$ cat config.mk
export PLATFORM = sky130hd
export DESIGN_NAME = trig_delay_ctrl
export DESIGN_NICKNAME = d
export VERILOG_FILES = /design/src/rtl/trig_dly_pkg.sv /design/src/rtl/trig_dly_chan.sv /design/src/rtl/trig_delay_ctrl.sv
export SDC_FILE = /design/constraint.sdc
export NUM_CORES = 1
export LEC_CHECK = 0
export BUFFER_PORTS_ARGS = -buffer_cell sky130_fd_sc_hd__buf_4
export CORE_ASPECT_RATIO = 2
export CORE_MARGIN = 3
export CORE_UTILIZATION = 57
export CTS_CLUSTER_SIZE = 14
export DETAILED_ROUTE_END_ITERATION = 8
export GPL_TIMING_DRIVEN = 0
export PLACE_DENSITY_LB_ADDON = 0.25
export SETUP_SLACK_MARGIN = 0.3
export SYNTH_ARGS = -nofsm -noshare
export SYNTH_HDL_FRONTEND = slang
export SYNTH_HIERARCHICAL = 1
export SYNTH_SLANG_ARGS = --single-unit
$ cat constraint.sdc
create_clock -name clk -period 1.6 [get_ports clk]
set_input_delay 0.4 -clock clk [delete_from_list [all_inputs] [get_ports clk]]
set_output_delay 0.4 -clock clk [all_outputs]
set_load 0.05 [all_outputs]
$ cat src/rtl/trig_dly_pkg.sv
// Shared types and default sizing for the trigger delay/gate controller.
package trig_dly_pkg;

  localparam int unsigned NCH_DEF = 8;
  localparam int unsigned DW_DEF  = 4;
  localparam int unsigned WW_DEF  = 4;

  typedef enum logic [1:0] {
    StIdle,
    StDelay,
    StGate
  } chan_state_e;

  typedef struct packed {
    logic [DW_DEF-1:0] delay;
    logic [WW_DEF-1:0] width;
    logic              retrig;
  } chan_cfg_t;

endpackage

$ cat src/rtl/trig_dly_chan.sv
// One trigger channel: edge detect, IDLE/DELAY/GATE sequencer, counters and sticky missed flag.
// Define TRIG_DLY_SYNC_EN to put a two-flop synchronizer ahead of the edge detector.
module trig_dly_chan
  import trig_dly_pkg::*;
#(
  parameter int unsigned DW = DW_DEF,
  parameter int unsigned WW = WW_DEF
) (
  input  logic          clk,
  input  logic          rst_n,
  input  logic          hit,
  input  logic [DW-1:0] cfg_delay,
  input  logic [WW-1:0] cfg_width,
  input  logic          cfg_retrig,
  input  logic          clr_missed,
  output logic          gate,
  output logic          busy,
  output logic          missed
);

  logic hit_s;

`ifdef TRIG_DLY_SYNC_EN
  logic [1:0] sync_q;
  always_ff @(posedge clk or negedge rst_n) begin
    if (!rst_n) sync_q <= 2'b11;
    else        sync_q <= {sync_q[0], hit};
  end
  assign hit_s = sync_q[1];
`else
  assign hit_s = hit;
`endif

  chan_state_e   state_q, state_d;
  logic [DW-1:0] dcnt_q, dcnt_d;
  logic [WW-1:0] wcnt_q, wcnt_d;
  logic [WW-1:0] width_q, width_d;
  logic          retrig_q, retrig_d;
  logic          missed_q, missed_d;
  logic          prev_q;
  logic          rise;
  logic          miss_set;

  // prev resets high so a level already high at reset release is not an edge
  assign rise = hit_s & ~prev_q;

  always_comb begin
    state_d  = state_q;
    dcnt_d   = dcnt_q;
    wcnt_d   = wcnt_q;
    width_d  = width_q;
    retrig_d = retrig_q;
    miss_set = 1'b0;
    unique case (state_q)
      StIdle: begin
        if (rise && (cfg_width != '0)) begin
          width_d  = cfg_width;
          retrig_d = cfg_retrig;
          if (cfg_delay == '0) begin
            state_d = StGate;
            wcnt_d  = cfg_width;
          end else begin
            state_d = StDelay;
            dcnt_d  = cfg_delay;
          end
        end
      end
      StDelay: begin
        miss_set = rise;
        if (dcnt_q == DW'(1)) begin
          state_d = StGate;
          wcnt_d  = width_q;
        end else begin
          dcnt_d = dcnt_q - DW'(1);
        end
      end
      StGate: begin
        if (rise && retrig_q) begin
          wcnt_d = width_q;
        end else begin
          miss_set = rise;
          if (wcnt_q == WW'(1)) state_d = StIdle;
          else                  wcnt_d  = wcnt_q - WW'(1);
        end
      end
      default: state_d = StIdle;
    endcase
    // a config write clearing the flag beats a simultaneous rejection
    if (clr_missed)    missed_d = 1'b0;
    else if (miss_set) missed_d = 1'b1;
    else               missed_d = missed_q;
  end

  always_ff @(posedge clk or negedge rst_n) begin
    if (!rst_n) begin
      state_q  <= StIdle;
      dcnt_q   <= '0;
      wcnt_q   <= '0;
      width_q  <= '0;
      retrig_q <= 1'b0;
      missed_q <= 1'b0;
      prev_q   <= 1'b1;
    end else begin
      state_q  <= state_d;
      dcnt_q   <= dcnt_d;
      wcnt_q   <= wcnt_d;
      width_q  <= width_d;
      retrig_q <= retrig_d;
      missed_q <= missed_d;
      prev_q   <= hit_s;
    end
  end

  assign gate   = (state_q == StGate);
  assign busy   = (state_q != StIdle);
  assign missed = missed_q;

endmodule

$ cat src/rtl/trig_delay_ctrl.sv
// Multi-channel trigger delay/gate controller: config register file, write decode, cfg_ack.
// Optional TRIG_DLY_SYNC_EN adds hit input synchronizers inside each channel.
module trig_delay_ctrl
  import trig_dly_pkg::*;
#(
  parameter int unsigned NCH = NCH_DEF,
  parameter int unsigned DW  = DW_DEF,
  parameter int unsigned WW  = WW_DEF,
  localparam int unsigned CW = (NCH > 1) ? $clog2(NCH) : 1
) (
  input  logic           clk,
  input  logic           rst_n,
  input  logic [NCH-1:0] hit_in,
  input  logic           cfg_wr,
  input  logic [CW-1:0]  cfg_ch,
  input  logic [DW-1:0]  cfg_delay,
  input  logic [WW-1:0]  cfg_width,
  input  logic           cfg_retrig,
  output logic           cfg_ack,
  output logic [NCH-1:0] gate_out,
  output logic [NCH-1:0] busy,
  output logic [NCH-1:0] missed
);

  logic [DW-1:0]  delay_q [NCH];
  logic [WW-1:0]  width_q [NCH];
  logic [NCH-1:0] retrig_q;
  logic [NCH-1:0] wr_sel;
  logic           ack_q;

  // out-of-range channels select nothing but are still acknowledged
  always_comb begin
    wr_sel = '0;
    if (cfg_wr && (32'(cfg_ch) < NCH)) wr_sel[cfg_ch] = 1'b1;
  end

  always_ff @(posedge clk or negedge rst_n) begin
    if (!rst_n) begin
      for (int i = 0; i < NCH; i++) begin
        delay_q[i] <= '0;
        width_q[i] <= '0;
      end
      retrig_q <= '0;
      ack_q    <= 1'b0;
    end else begin
      ack_q <= cfg_wr;
      for (int i = 0; i < NCH; i++) begin
        if (wr_sel[i]) begin
          delay_q[i]  <= cfg_delay;
          width_q[i]  <= cfg_width;
          retrig_q[i] <= cfg_retrig;
        end
      end
    end
  end

  assign cfg_ack = ack_q;

  for (genvar i = 0; i < NCH; i++) begin : g_chan
    trig_dly_chan #(
      .DW (DW),
      .WW (WW)
    ) u_chan (
      .clk        (clk),
      .rst_n      (rst_n),
      .hit        (hit_in[i]),
      .cfg_delay  (delay_q[i]),
      .cfg_width  (width_q[i]),
      .cfg_retrig (retrig_q[i]),
      .clr_missed (wr_sel[i]),
      .gate       (gate_out[i]),
      .busy       (busy[i]),
      .missed     (missed[i])
    );
  end

endmodule

==> results.md, run 1 <==
- Synth area leaders: dfrtp_1 42%, mux2_2 10%, ha_1 5.9%
- Clock sink count: approximately 210
- Hold/Removal Path Class: primary input to async pin
- Top sig layer: met4
- Final Critical Period: a little under 2 ns
- Setup violations, final: 90
- Post-synth EDFFs: 0
- Final hold vios: 79
- Largest net degree at the start of global routing: 126
- Overall routing resource usage: a little under a third
- Critical path capture point type: primary output
- M1 wire length: 13.4 mm
- Setup CP Type: register to primary output
- Vias in the first global route: 10700
- Crit path required time: approximately 1.2 ns
- CP arrival: roughly 1.6 ns
- Period utilisation layout: 123%
- Synth warn: 6
- Mapped cell area: between 0.01 and 0.015 sq mm
- Worst-path cell chain: inv_2 -> ha_4 -> buf_8 -> clkinvlp_4 -> buf_8
- WL met3: between 1.5 and 2 mm
- Logic pwr share: 62.6%
- Failing checks: hold timing, setup timing
- H-tree depth: 1
- Worst Path Buf+Inv: 4
- CP Launch Type: register
- Crit path top cell by count: buf_8
- Cell Pwr Density: between 2000 and 2500 mW/mm^2
- WL/cell: roughly 23 um
- DR DRC count: 0
- Worst hold margin: -0.136 ns
- Register clock-pin slew on the reported worst setup and hold paths: 0.07 ns
- Placed cell count: ~1400
- Distinct cells, synth: 51
- Switching Share: between 40% and 50%
- Post-DP HPWL: 19.4 mm
- Inserted Clock Buffers: 20
- Max incr delay on CP: roughly 0.43 ns
- LEAKAGE: between 0.007 and 0.008 uW
- CTS tree: built
- Final #Nets: about 1500
- Outcome: finished with violations
- Cts hold-fix bufs: 2
- Initial DRC Count: approximately 640
- Max cap viols: 0
- Synth Instances: 1091
- Layout Utilization: approximately 84%
- Die W: approximately 110 um
- Most frequent cells in the layout: 178 x buf_4, 174 x dfrtp_1, 77 x buf_6, 73 x mux2_4, 70 x mux2_2
- FF-to-FF End: g_chan[2].u_chan/wcnt_q[0]
- P&R area growth vs syn: 45.1%
- Synth top area share: a little over two fifths
- Clock power frac: between 10% and 20%
- Slowest-stage cell, CP: dfrtp_1
- Internal power: about 23000 uW
- Clock Path Buffers: 3
- # IOs: 48
- Layout Cells excl Fill: around 1700
- Place WS: -0.344 ns
- Syn_nets: 1170
- Die Y-Extent: 211 um
- Max IR drop VDD: approximately 1600 uV
- Ant. Diodes: 0
- Die ar.: between 0.02 and 0.025 sq mm
- Layout cells sized above 1: 53.8%
- Sw power: approximately 16000 uW
- Std cell rows: 74
- Reg2Reg Depth: 8
- Highest clock rate: around 510 MHz
- Starting Density: 58.2%
- Power share of the sequential group: around 25%
- Root Buffer Master: clkbuf_16
- Asr flop ratio synth: 100%
- Initial antenna violation count: 0
- Avg Synthesized Cell Area: about 11 sq um
- Final wirelength: slightly below 40 mm
- GRT overflow: 0
- RD Place Congestion: ~0.9
- Antenna-violating nets left: 0
- Top_reg_cell synth: dfrtp_1
- RSZ-0062 raised after global routing: yes
- Met2 WL: a little over 20 mm
- CP Depth: 5
- Dominant cell type by area after synthesis: dfrtp_1
- IO Port Bufs: 44
- Critical-path maximum fanout: 2
- Post-route setup slack: -0.363 ns
- Setup crit end: busy[5]
- Vias: 10600
- Wire length of the first global-routing pass: ~55 mm
- R2R Setup Slk: -0.33 ns
- Core area: 0.0206 sq mm
- Pre-antenna DRT Iters: 7
- FF+latch count, synth: approximately 210
- Commonest non-fill, non-tap cell in the layout: buf_4
- CP top delay family: buffers and inverters
- Fin. max-slew vios: 0
- Slew margin rel.: a little over half
- Worst R2R Start: g_chan[2].u_chan/state_q[0]
- Final TNS setup: -16.41 ns
- Worst-Margin Slew: ~0.70 ns
- Via density: ~6.4
- Skew final: 0.0260 ns
- Worst Setup SP: g_chan[5].u_chan/state_q[0]
- Skew-Pair Late Insertion Delay: between 0.5 and 0.6 ns
- Sequential area share after synthesis: around 44%
## per-stage QoR
step	power (uW)	instance area, sq um	hold slack (ns)
3_5_place_dp	25100	13600	0.451
2_1_floorplan	21700	12900	0.104
4_1_cts	35200	16500	-0.0925
5_1_grt	40700	17400	-0.0551
6_report	38800	17400	-0.136
3_3_place_gp	24700	13600	0.473
## worst register-to-register path, cell delays in order, from the launching register on
cell and delay (ns):
dfrtp_1 0.36, inv_2 0.06, buf_6 0.12, ha_4 0.16
buf_12 0.14, and4b_1 0.25, o21ai_0 0.29, a31oi_1 0.15
mux2_2 0.29
## kinds of logic (layout without fill, tap and decap cells)
logic type	Yosys count	in the layout	share of synthesized area (%)
flip-flops	209	209	43.8
AND/OR/NAND/NOR	330	330	15.9
adder cells (fa/ha/maj)	56	56	5.86
AO/OA/AOI/OAI	187	187	11.0
XOR/XNOR	15	15	1.10
buffers and inverters	120	424	5.08
multiplexers	174	174	17.2
## layer usage
metal | GRT usage (%) | up-vias
met1 | 34.0 | 5386
met3 | 3.52 | 223
li1 | - | 4555
met5 | 0 | -
met2 | 55.8 | 478
met4 | 14.9 | 0
## layout make-up
class / instances / area, sq um
Tap cell: 266 / 333
Fill cell: 947 / 3200
Sequential cell: 209 / 5270
Buffer: 32 / 404
Clock buffer: 36 / 672
Timing Repair Buffer: 269 / 2530
Inverter: 87 / 397
Multi-Input combinational cell: 762 / 7740
## power groups by stage
stage,combinational [uW],clock (uW),sequential (uW)
floorplan,12600,0,9120
global placement,15400,0,9250
detailed placement,15800,0,9340
CTS,20900,4980,9300
global route,25700,5220,9750
finish,24300,4970,9560
## how the worst min path moves through the flow
stage                                  endpoint  depth (start not counted)
floorplan                               cfg_ack                          0
global placement    g_chan[4].u_chan/width_q[3]                          2
detailed placement  g_chan[0].u_chan/state_q[1]                          1
CTS                 g_chan[0].u_chan/state_q[1]                          1
global route        g_chan[0].u_chan/state_q[0]                          1
finish              g_chan[0].u_chan/state_q[0]                          1
## Yosys cell counts, types with 14 or more instances
master    count
dfrtp_1     201
mux2_2      107
inv_1        87
nand2_1      77
nor2_1       70
o21ai_0      57
ha_1         56
nand3_1      39
mux2_4       36
a31oi_1      32
mux2i_1      31
nor3_1       23
o211ai_1     17
nor4_1       16
buf_6        15
o31a_1       15
a21oi_1      14
## flip-flops by register name, summed over array words and instances (netlist names), 16 cells and up
name / count
g_chan.u_chan/state_q: 16
delay_q: 32
g_chan.u_chan/wcnt_q: 32
width_q: 32
g_chan.u_chan/dcnt_q: 32
g_chan.u_chan/width_q: 32
## repair_timing
action                     in CTS  in global routing
pin swaps                      81                 88
setup endpoints to repair     152                153
resized for setup             237                114
hold endpoints to repair       81                 79
setup buffers                 153                 69
Note: power is estimated with default switching activity, not from simulation.
==> run 2: changes to the inputs <==
- CORE_UTILIZATION: 57 -> 61
- clock period: 1.6 -> 2.5 ns (I/O delays scaled with it)
==> run 2 against run 1 <==
Net effect: the run now ends clean; critical path depth did not move; final area down 23%; sequential cell count is the same; global-route usage is 4.5 points lower; register-to-register slack gained 0.71 ns; die area down 6.3%; clock skew fell by 0.0098 ns; core utilization shrank 14 points; critical endpoint is now busy[2]; largest cell class unchanged; highest routed layer unchanged.
==> results.md, run 2 (synthesis results as in run 1) <==
- Outcome: finished clean
- Max cap viols: 0
- Power share of the sequential group: approximately a third
- Final Critical Period: roughly 2.1 ns
- Filler cell count: approximately 1400
- WL/cell: 18.9 um
- Commonest non-fill, non-tap cell in the layout: dfrtp_1
- RD Place Congestion: around 0.90
- Multi-input gate area: 0.00615 sq mm
- Layout cells sized above 1: just under 30%
- Worst-Margin Slew: 0.862 ns
- Clock sink count: 209
- Setup CP Type: register to primary output
- Fin. max-slew vios: 0
- Final wirelength: ~27 mm
- Largest net degree at the start of global routing: around 130
- Wire length of the first global-routing pass: 45.5 mm
- IO Port Bufs: 44
- Clock power frac: 16.0%
- Crit path top cell by count: inv_2
- Switching Share: 41.1%
- Post-DP HPWL: approximately 19 mm
- Register clock-pin slew on the reported worst setup and hold paths: about 0.06 ns
- Max IR drop VDD: 825 uV
- Met2 WL: about 16 mm
- Clock Path Buffers: 3
- Sw power: roughly 7400 uW
- Skew final: approximately 0.016 ns
- GRT overflow: 0
- Overall routing resource usage: around 26%
- RSZ-0062 raised after global routing: no
- Final hold vios: 0
- Initial antenna violation count: 0
- Sequential Area: roughly 0.0052 sq mm
- Highest clock rate: roughly 470 MHz
- Cts hold-fix bufs: 0
- Crit path required time: between 1.5 and 2 ns
- Via density: around 6.1
- Cell Pwr Density: ~1300 mW/mm^2
- Die Y-Extent: 204 um
- Inserted Clock Buffers: 20
- Critical-path maximum fanout: 9
- Worst-path cell chain: inv_2 -> ha_1 -> buf_6 -> inv_2 -> buf_8
- WL met3: between 700 and 800 um
- H-tree depth: 1
- CP Launch Type: register
- Final Power: roughly 18000 uW
- Initial DRC Count: 484
- # IOs: between 40 and 50
- Hold/Removal Path Class: primary input to async pin
- Pre-antenna DRT Iters: 5
- Slowest-stage cell, CP: dfrtp_1
- CTS tree: built
- Top sig layer: met4
- Vias in the first global route: 9400
- Starting Density: between 60% and 70%
- Layout Utilization: slightly above 70%
- Std cell rows: 71
- Slew margin rel.: 42.0%
- Vias: approximately 9000
- Most frequent cells in the layout: 201 x dfrtp_1, 107 x mux2_2, 77 x nand2_1, 70 x inv_1, 70 x nor2_1
- Die ar.: approximately 0.021 sq mm
- Final #Nets: roughly 1200
- Worst Path Buf+Inv: 4
- Die W: approximately 110 um
- Root Buffer Master: clkbuf_16
- Setup violations, final: 0
- Core area: 0.0190 sq mm
- Skew-Pair Late Insertion Delay: 0.49 ns
- DR DRC count: 0
- Ant. Diodes: 0
- CP top delay family: buffers and inverters
- P&R area growth vs syn: 12.0%
- LEAKAGE: about 0.006 uW
- Internal power: ~11000 uW
- Period utilisation layout: a little under nine tenths
- Antenna-violating nets left: 0
- Max incr delay on CP: between 0.3 and 0.4 ns
- Logic pwr share: about half
- Critical path capture point type: primary output
- M1 wire length: 9.48 mm
- CP arrival: 1.51 ns
run 2: stage by stage:
step | hold slack [ns] | setup slack [ns] | cells | area [sq um] | TNS, ns
after floorplan | 0.329 | 0.511 | 1091 | 12000 | 0
after global placement | 0.466 | -0.636 | 1390 | 12600 | -123.57
after detailed placement | 0.482 | 0.407 | 1391 | 12600 | 0
after CTS | 0.137 | 0.297 | 1430 | 13300 | 0
after global routing | 0.156 | 0.302 | 1432 | 13400 | 0
final | 0.113 | 0.364 | 1432 | 13400 | 0
run 2: timing repair:
item	4_1_cts	5_1_grt
pin swaps	0	0
resized for setup	18	25
buffers inserted	4	2
endpoints found under the setup margin	11	23
run 2: power groups by stage:
stage | sequential, uW | clock, uW | combinational [uW]
6_report | 5830 | 2890 | 9270
2_1_floorplan | 5690 | 0 | 6850
4_1_cts | 5800 | 2970 | 9160
5_1_grt | 6020 | 3100 | 10200
3_5_place_dp | 5840 | 0 | 8930
3_3_place_gp | 5770 | 0 | 8690
run 2: final cells by class:
cell class                      instances  area share (%)
Inverter                               87            2.53
Buffer                                 33            2.10
Clock inverter                          2          0.0747
Tap cell                              255            2.38
Sequential cell                       209            39.1
Clock buffer                           33            4.48
Multi-Input combinational cell        762            45.9
Timing Repair Buffer                   51            3.40
run 2: metal layers:
metal / vias to the layer above / GRT usage [%]
li1: 4092 / -
met1: 4408 / 26.4
met2: 198 / 51.6
met3: 90 / 2.78
met4: 0 / 11.5
met5: - / 0
run 2: worst paths after layout:
path / startpoint / to / slack, ns / cells after the start
worst max-delay path: g_chan[2].u_chan/state_q[0] / busy[2] / 0.36 / 5
worst min-delay path: rst_n / g_chan[2].u_chan/wcnt_q[2] / 0.11 / 1
worst max register to register: width_q[30] / g_chan[0].u_chan/width_q[3] / 0.38 / 4
worst min register to register: g_chan[4].u_chan/width_q[3] / g_chan[4].u_chan/width_q[3] / 0.49 / 2
max in group asynchronous: rst_n / delay_q[17] / 1.34 / 2
min in group clk: hit_in[6] / g_chan[6].u_chan/prev_q / 0.25 / 1
==> run 3: changes to the inputs <==
- GPL_TIMING_DRIVEN: 0 -> 1
- RECOVER_POWER: not set -> 50
==> run 3 against run 2 <==
Net effect: routed wire length rose by 1.4%; worst setup slack got worse by 0.020 ns; core utilization fell by 1.0 points; final area fell by 1.4%; sequential share of layout area rose by 0.57 points; maximum frequency fell by 0.92%; register-to-register slack improved by 0.13 ns; worst hold slack improved by 0.13 ns; sequential cell count did not move; via count fell by 0.68%; combinational power fell by 2.6%; clock skew fell by 0.0060 ns; critical path type unchanged; critical endpoint is now busy[3]; largest cell class unchanged.
==> results.md, run 3 (synthesis results as in run 1) <==
- Ant. Diodes: 0
- Die ar.: approximately 0.021 sq mm
- DR DRC count: 0
- Skew-Pair Late Insertion Delay: 0.50 ns
- Critical-path maximum fanout: 9
- P&R area growth vs syn: 10.4%
- Layout Utilization: a little under 70%
- Setup CP Type: register to primary output
- Max IR drop VDD: 809 uV
- Worst-Margin Slew: between 1 and 1.5 ns
- Period utilisation layout: a little under nine tenths
- Hold/Removal Path Class: primary input to register
- Via density: about 6.2
- Most frequent cells in the layout: 201 x dfrtp_1, 107 x mux2_2, 77 x inv_1, 77 x nand2_1, 70 x nor2_1
- RD Place Congestion: a little over 0.9
- Register clock-pin slew on the reported worst setup and hold paths: ~0.070 ns
- Initial DRC Count: between 400 and 500
- Outcome: finished clean
- H-tree depth: 1
- Fin. max-slew vios: 0
- Std cell rows: between 70 and 80
- RSZ-0062 raised after global routing: yes
- Core area: approximately 0.019 sq mm
- Worst R2R Start: g_chan[3].u_chan/state_q[1]
- Worst hold start: hit_in[6]
- Slew margin rel.: ~1.9%
- Final wirelength: roughly 27 mm
- Clock sink count: roughly 210
- Skew final: 0.0101 ns
- Final Power: 17900 uW
- Post-DP HPWL: 20.1 mm
- Inserted Clock Buffers: 20
- CTS tree: built
- Root Buffer Master: clkbuf_16
- CP arrival: ~1.5 ns
- Final hold vios: 0
- Worst Setup SP: g_chan[3].u_chan/state_q[1]
- Worst hold margin: 0.246 ns
- Clock Path Buffers: 3
- Top sig layer: met4
- Highest clock rate: about 460 MHz
- Antenna-violating nets left: 0
- Cell Pwr Density: between 1000 and 1500 mW/mm^2
- CP Launch Type: register
- IO Port Bufs: 47
- Pre-antenna DRT Iters: 7
- Hold path cells: 1
- Critical path capture point type: primary output
- Layout cells sized above 1: 27.7%
- # IOs: 48
- WL/cell: slightly below 20 um
- Wire length of the first global-routing pass: ~45 mm
- Setup violations, final: 0
- LEAKAGE: 0.00586 uW
- Starting Density: a little over three fifths
- Largest net degree at the start of global routing: 56
- Final #Nets: 1228
- Crit path required time: about 1.9 ns
- Initial antenna violation count: 0
- Overall routing resource usage: between 20 and 30%
- M1 wire length: 9.54 mm
- Vias in the first global route: ~9300
- Max cap viols: 0
- Cts hold-fix bufs: 0
- Die Y-Extent: between 200 and 250 um
- WL met3: about 740 um
- Met2 WL: roughly 16 mm
- Commonest non-fill, non-tap cell in the layout: dfrtp_1
- Reg2Reg Depth: 6
- Die W: between 100 and 150 um
- Final Critical Period: roughly 2.2 ns
- FF-to-FF End: g_chan[3].u_chan/wcnt_q[0]
- GRT overflow: 0
- Final TNS setup: 0 ns
- R2R Setup Slk: roughly 0.5 ns
- Vias: 8728
- Hold endpoint: g_chan[6].u_chan/prev_q
run 3: cell types whose count changed in the layout (fill, tap and decap cells not counted), moves of 5 or more:
cell / delta
buf_8: -5
ha_1: -6
buf_6: -19
ha_4: +6
inv_1: +7
run 3: stage by stage:
step / instance area [sq um] / setup WS [ns] / cells
2_1_floorplan: 12000 / 0.511 / 1091
3_3_place_gp: 12500 / 0.511 / 1379
3_5_place_dp: 12500 / 0.474 / 1379
4_1_cts: 13300 / 0.249 / 1412
5_1_grt: 13200 / 0.196 / 1415
6_report: 13200 / 0.344 / 1415
run 3: worst max path at each step:
| stage | endpoint | slack [ns] | depth (start not counted) |
|---|---|---|---|
| final | busy[3] | 0.34 | 4 |
| after CTS | gate_out[6] | 0.25 | 3 |
| after detailed placement | g_chan[4].u_chan/wcnt_q[0] | 0.47 | 6 |
| after floorplan | g_chan[4].u_chan/wcnt_q[0] | 0.51 | 6 |
| after global routing | g_chan[7].u_chan/retrig_q | 0.20 | 2 |
| after global placement | g_chan[4].u_chan/wcnt_q[3] | 0.51 | 5 |
run 3: power by group:
part	switching, uW	internal (uW)	total, uW
registers	1150	4710	5860
clock network	1260	1710	2970
logic	4930	4100	9030
run 3: cell type report:
type | count | area [sq um]
multi-input cells | 762 | 6180
flip-flops and latches | 209 | 5240
clock inverters | 3 | 22.5
fillers | 1494 | 5810
clock buffers | 30 | 619
inverters | 87 | 327
repair buffers | 69 | 494
well taps | 255 | 319
run 3: timing repair:
action	CTS	global route
endpoints found under the setup margin	10	15
pin swaps	0	6
hold endpoints to repair	0	0
resized for setup	16	16
setup buffers	0	3
run 3: critical path: stages (launching register included):
cell and delay, ns:
dfrtp_1 0.38, inv_2 0.07, ha_4 0.19, inv_1 0.16, buf_4 0.23
run 3: per-layer routing:
layer / up-vias / track usage (%)
met3: 70 / 2.56
li1: 4056 / -
met4: 0 / 10.7
met2: 209 / 52.3
met5: - / 0
met1: 4393 / 26.5
